### src/rtl/code_seq_pkg.sv
// Shared definitions for the code-sequence detector: one-hot state encodings,
// counter width and the helper that sizes the step index.
package code_seq_pkg;

    localparam int unsigned StateW = 4;
    localparam int unsigned CntW   = 8;

    localparam logic [StateW-1:0] StIdle   = 4'b0001;
    localparam logic [StateW-1:0] StGap    = 4'b0010;
    localparam logic [StateW-1:0] StCheck  = 4'b0100;
    localparam logic [StateW-1:0] StActive = 4'b1000;

    // Step must be able to count from 0 up to seq_len inclusive.
    function automatic int unsigned step_width(input int unsigned seq_len);
        return $clog2(seq_len + 1);
    endfunction

endpackage

### src/rtl/cycle_down_counter.sv
// Loadable 8-bit down counter with a zero flag; decrement saturates at zero so
// the value never wraps.
module cycle_down_counter
    import code_seq_pkg::*;
(
    input  logic            clk,
    input  logic            rst_n,
    input  logic            load,
    input  logic [CntW-1:0] load_val,
    input  logic            dec,
    output logic [CntW-1:0] count,
    output logic            zero
);

    logic [CntW-1:0] count_d, count_q;

    // Load wins over decrement; decrement stops at zero.
    always_comb begin
        count_d = count_q;
        if (load) begin
            count_d = load_val;
        end else if (dec && (count_q != '0)) begin
            count_d = count_q - 1'b1;
        end
    end

    // Counter register with asynchronous clear.
    always_ff @(posedge clk or negedge rst_n) begin
        if (!rst_n) begin
            count_q <= '0;
        end else begin
            count_q <= count_d;
        end
    end

    assign count = count_q;
    assign zero  = (count_q == '0);

endmodule

### src/rtl/code_sequence_fsm.sv
// Code-sequence detector: watches b for a programmed series of masked codes,
// each separated by a fixed idle gap, and holds outp high for a fixed time once
// the whole series is seen. A wrong code aborts with a one-cycle err pulse.
module code_sequence_fsm
    import code_seq_pkg::*;
#(
    parameter int unsigned B_WIDTH     = 3,
    parameter int unsigned SEQ_LEN     = 2,
    parameter int unsigned GAP_CYCLES  = 2,
    parameter int unsigned HOLD_CYCLES = 4
) (
    input  logic                           clk,
    input  logic                           rst_n,
    input  logic                           en,
    input  logic                           clr,
    input  logic [B_WIDTH-1:0]             b,
    input  logic [SEQ_LEN*B_WIDTH-1:0]     codes,
    input  logic [B_WIDTH-1:0]             mask,
    output logic                           outp,
    output logic                           busy,
    output logic                           err,
    output logic [step_width(SEQ_LEN)-1:0] step
);

    localparam int unsigned StepW = step_width(SEQ_LEN);

    if (B_WIDTH < 1 || B_WIDTH > 16) begin : g_bad_b_width
        $error("code_sequence_fsm: B_WIDTH must be 1..16");
    end
    if (SEQ_LEN < 2 || SEQ_LEN > 8) begin : g_bad_seq_len
        $error("code_sequence_fsm: SEQ_LEN must be 2..8");
    end
    if (GAP_CYCLES < 1 || GAP_CYCLES > 255) begin : g_bad_gap
        $error("code_sequence_fsm: GAP_CYCLES must be 1..255");
    end
    if (HOLD_CYCLES < 1 || HOLD_CYCLES > 255) begin : g_bad_hold
        $error("code_sequence_fsm: HOLD_CYCLES must be 1..255");
    end

    logic [StateW-1:0]  state_d, state_q;
    logic [StepW-1:0]   step_d, step_q;
    logic               err_d, err_q;
    logic               outp_q, busy_q;
    logic [B_WIDTH-1:0] code_sel;
    logic               match_first, match_step, last_step, state_legal;
    logic               cnt_load, cnt_dec, cnt_zero, cnt_done;
    logic [CntW-1:0]    cnt_load_val, cnt_count;

    // An all-zero masked input is treated as "no code present" and never matches.
    function automatic logic code_match(input logic [B_WIDTH-1:0] value,
                                        input logic [B_WIDTH-1:0] code,
                                        input logic [B_WIDTH-1:0] care);
        return (((value ^ code) & care) == '0) && ((value & care) != '0);
    endfunction

    // Select the code addressed by the current step index.
    always_comb begin
        code_sel = '0;
        for (int k = 0; k < SEQ_LEN; k++) begin
            if (step_q == StepW'(k)) begin
                code_sel = codes[k*B_WIDTH +: B_WIDTH];
            end
        end
    end

    assign match_first = code_match(b, codes[B_WIDTH-1:0], mask);
    assign match_step  = code_match(b, code_sel, mask);
    assign last_step   = (step_q == StepW'(SEQ_LEN - 1));
    assign state_legal = $onehot(state_q);
    // Zero also ends a phase so a counter that somehow reads zero cannot stall it.
    assign cnt_done    = cnt_zero || (cnt_count == CntW'(1));

    // Shared timer for the GAP and ACTIVE phases.
    cycle_down_counter u_cycle_cnt (
        .clk      (clk),
        .rst_n    (rst_n),
        .load     (cnt_load),
        .load_val (cnt_load_val),
        .dec      (cnt_dec),
        .count    (cnt_count),
        .zero     (cnt_zero)
    );

    // Next-state, step and timer control; clr and illegal states ignore en.
    always_comb begin
        state_d      = state_q;
        step_d       = step_q;
        err_d        = 1'b0;
        cnt_load     = 1'b0;
        cnt_load_val = '0;
        cnt_dec      = 1'b0;
        if (clr || !state_legal) begin
            state_d  = StIdle;
            step_d   = '0;
            cnt_load = 1'b1;
        end else if (en) begin
            unique case (state_q)
                StIdle: begin
                    if (match_first) begin
                        state_d      = StGap;
                        step_d       = StepW'(1);
                        cnt_load     = 1'b1;
                        cnt_load_val = CntW'(GAP_CYCLES);
                    end
                end
                StGap: begin
                    cnt_dec = 1'b1;
                    if (cnt_done) begin
                        state_d = StCheck;
                    end
                end
                StCheck: begin
                    if (match_step && last_step) begin
                        state_d      = StActive;
                        cnt_load     = 1'b1;
                        cnt_load_val = CntW'(HOLD_CYCLES);
                    end else if (match_step) begin
                        state_d      = StGap;
                        step_d       = step_q + 1'b1;
                        cnt_load     = 1'b1;
                        cnt_load_val = CntW'(GAP_CYCLES);
                    end else begin
                        state_d = StIdle;
                        step_d  = '0;
                        err_d   = 1'b1;
                    end
                end
                StActive: begin
                    cnt_dec = 1'b1;
                    if (cnt_done) begin
                        state_d = StIdle;
                        step_d  = '0;
                    end
                end
                default: begin
                    state_d = StIdle;
                    step_d  = '0;
                end
            endcase
        end
    end

    // State and registered outputs; outp/busy derive from the next state so they
    // line up exactly with the state they describe.
    always_ff @(posedge clk or negedge rst_n) begin
        if (!rst_n) begin
            state_q <= StIdle;
            step_q  <= '0;
            outp_q  <= 1'b0;
            busy_q  <= 1'b0;
            err_q   <= 1'b0;
        end else begin
            state_q <= state_d;
            step_q  <= step_d;
            outp_q  <= (state_d == StActive);
            busy_q  <= (state_d != StIdle);
            err_q   <= err_d;
        end
    end

    assign outp = outp_q;
    assign busy = busy_q;
    assign err  = err_q;
    assign step = step_q;

endmodule

### config.mk
export PLATFORM = sky130hd
export DESIGN_NAME = code_sequence_fsm
export DESIGN_NICKNAME = d
export VERILOG_FILES = /design/src/rtl/code_seq_pkg.sv /design/src/rtl/cycle_down_counter.sv /design/src/rtl/code_sequence_fsm.sv
export SDC_FILE = /design/constraint.sdc
export NUM_CORES = 1
export LEC_CHECK = 0
export ABC_AREA = 1
export CAP_MARGIN = 40
export CORE_UTILIZATION = 45
export DETAILED_ROUTE_END_ITERATION = 10
export GPL_ROUTABILITY_DRIVEN = 0
export GPL_TIMING_DRIVEN = 0
export PLACE_DENSITY = 0.73
export SLEW_MARGIN = 5
export SYNTH_ARGS = -nofsm -noshare
export SYNTH_HDL_FRONTEND = slang
export SYNTH_HIERARCHICAL = 1
export SYNTH_SLANG_ARGS = --single-unit
### constraint.sdc
create_clock -name clk -period 2.72 [get_ports clk]
set_clock_uncertainty 0.05 [all_clocks]
set_input_delay 0.816 -clock clk [delete_from_list [all_inputs] [get_ports clk]]
set_output_delay 0.816 -clock clk [all_outputs]
set_load 0.02 [all_outputs]
==> summary.txt <==
Synth
  – Register area share after synthesis: 25.6%
  – Mapped cell area: 1670 sq um
  – Synth Area in Compound Gates: 8.56%
  – Main combinational cell family by area after synthesis: simple AND/OR/NAND/NOR gates
  – Ys async rst share: 100%
  – Leading area contributor after synthesis: dfrtp_1
  – Post-synth top cells: nand2_1, inv_1, nand3_1, nor2_1, dfrtp_1
  – Seq cells post-synth: 17
  – Multiplexer share of the synthesized area: 0%
  – EDFF count, synth: 0
  – Post-synthesis xor/xnor area fraction: 0.526%
  – Main area contributors after synthesis: dfrtp_1, nand2_1, inv_1
  – Adder-Cell Fraction of Synth Area: 7.96%
  – Post-synth top area share: 24.0%
  – Avg Cell Area, Syn: 6.31 sq um
  – Post-Synth Simple-Gate Area: 44.9%
  – Mapped Cells: 264
  – Most numerous cell in the Yosys netlist: nand2_1
  – Top FF cell, synth: dfrtp_1
  – Yosys warnings: 6
  – Synth unique cells: 31

Hold path
  – Hold path start: step[1]
  – Hold path cells: 2
  – HP Class: register to register
  – Hold EP: step[1]

Final layout
  – P&R area growth vs syn: 32.5%
  – Share of layout cells above drive strength 1: 19.1%
  – Final net count: 330
  – Area of the multi-input gates: 1150 sq um
  – Final Util: 64.1%
  – Inserted Diodes: 0
  – Flip-flop and latch area: 427 sq um
  – # fillers: 305
  – Final Non-Filler Cells: 349

Detailed routing
  – Vias per inst: 4.77
  – Total Wirelength: 3.74 mm
  – Drc violations: 0
  – Drt first pass iters: 4
  – Antenna Nets Post-Route: 0
  – Routed wire length per instance: 10.7 um
  – 1st-iter DRT viols: 89
  – Vias: 1666

Setup path
  – Reg2reg end: u_cycle_cnt/count[0]
  – CP max FO: 6
  – CP max-delay cell: clkdlybuf4s50_1
  – Number of cells on the worst reg-to-reg path: 13
  – CP peak stage delay: 570 ps
  – Critical path type: input pin to register
  – Startpoint types: input pin
  – Reg2reg start: state_q[0]
  – Critical Path AT: 2710 ps
  – Reg-to-reg setup timing slack: 120 ps
  – Critical path endpoint category: register
  – Cell mode on critical path: nand2_1
  – Req. time, crit path: 2800 ps
  – Critical path launch point: b[1]
  – CP cell instances: clkdlybuf4s50_1, nand2_1, nand3_2, nand2_1, inv_1, nand2_1, nor2_1, inv_1, a31oi_4, buf_8, o21ai_0, nand2_1, o21ai_1

CTS
  – Clock Pin Slew Worst Setup and Hold Paths: 70 ps
  – CTS tree: yes
  – Clk root buf: clkbuf_8
  – TritonCTS buffer count: 3
  – Clk sinks: 17
  – CTS H-tree lvls: 1
  – CTS Hold Bufs: 0
  – Clk Latency, worst-skew pair: 250 ps
  – Clock buffer depth: 2

STA
  – Setup violations, final: 0
  – Hold Fails Final Rpt: 0
  – Hold slack final: 486 ps
  – Achievable Freq: 0.380 GHz
  – Fin crit period: 2630 ps
  – Fin. max-slew vios: 0
  – Final worst path period share: 96.8%
  – Measured slew at the worst slew-check pin: 733 ps
  – Max_slew headroom: 51.0%

Flow run
  – Max Cap Viol: 0

Place
  – Port bufs: 20
  – Placed Instances: 335
  – Post-DP HPWL: 2.69 mm

Global route
  – First-pass GRT wire length: 6.55 mm
  – Vias in the first global route: 1605
  – Pin count of the biggest net entering global routing: 18
  – Initial antenna violation count: 0
  – Total track usage: 20.3%
  – GRT Residual Overflow: 0

Pwr
  – Pleak: 1.14 nW
  – Cell Pwr Density: 608 nW/um^2
  – VDD IR max: 420 uV

Floorplanning
  – Die span in y: 62.8 um
  – Starting Density: 48.4%
  – DIE AREA: 3950 sq um
  – Row cnt: 21
  – Core area: 3440 sq um
  – Top Ports: 21
  – Die X: 62.8 um

Run status
  – Outcome: complete, no violations
==> metal layers <==
metal	global-route usage [%]	wire length, um	up-vias
met1	25.9	1750	732
met2	34.9	1740	37
li1	-	-	889
met5	0	0	-
met3	3.65	174	8
met4	5.81	74	0
==> layout make-up <==
type	instances	share of cell area (%)
Clock inverter	1	0.340
Tap cell	46	2.61
Buffer	1	0.681
Multi-Input combinational cell	198	52.0
Sequential cell	17	19.3
Clock buffer	3	1.87
Timing Repair Buffer	30	13.6
Inverter	53	9.59
==> logic make-up (layout without fill, tap and decap cells) <==
kind of cell	Yosys count	count (layout)
compound gates	21	21
xor+xnor	1	1
fa+ha+maj	10	10
buf+inv	54	88
flops	17	17
other cells	1	6
simple gates	160	160
==> registers in the layout, indices dropped and copies added, names as in the netlist <==
register,flops
busy,1
u_cycle_cnt/count,8
state_q,4
err,1
outp,1
step,2
==> metrics by stage <==
stage / area (sq um) / worst slack (ps) / total power [mW] / TNS (ps)
after CTS: 2110 / 32.1 / 1.27 / 0
after floorplan: 1690 / 7.26 / 0.874 / 0
after global routing: 2210 / -44.0 / 1.48 / -142
after global placement: 1950 / -295 / 1.02 / -1640
after detailed placement: 1950 / -302 / 1.03 / -2020
final: 2210 / 86.6 / 1.34 / 0
==> where the power goes <==
group          switching (mW)  total [mW]  internal [mW]
Clock                  0.0876       0.191          0.103
Combinational           0.459       0.761          0.302
Sequential             0.0750       0.390          0.315
==> worst max-delay path, delay by kind of cell <==
kind	cells	cell delay (ps)
buffers and inverters	4	890
AO/OA/AOI/OAI	3	430
AND/OR/NAND/NOR	6	570
==> worst max-delay path by stage <==
stage / end / slack, ps / cells past startpoint
CTS: u_cycle_cnt/count[2] / 30 / 15
detailed placement: u_cycle_cnt/count[1] / -300 / 13
floorplan: u_cycle_cnt/count[3] / 7 / 15
finish: u_cycle_cnt/count[0] / 90 / 13
global placement: u_cycle_cnt/count[2] / -300 / 13
global route: u_cycle_cnt/count[0] / -40 / 13
==> placed cells by master (no fill, tap or decap), drive strengths merged <==
cell,count
nand2,87
inv,52
nand3,35
nor2,32
clkdlybuf4s50,20
dfrtp,16
o21ai,12
buf,11
ha,9
conb,6
a21oi,5
nand4,4
clkbuf,3
a31oi,2
nor3b,1
a22oi,1
or2,1
o31ai,1
fa,1
clkinvlp,1
dfstp,1
clkinv,1
xnor2,1
==> what timing repair did <==
item,4_1_cts,5_1_grt
gates resized for setup,16,12
pin swaps,5,9
setup buffers,5,5
setup endpoints to repair,11,11
Note: power is estimated with default switching activity, not from simulation.
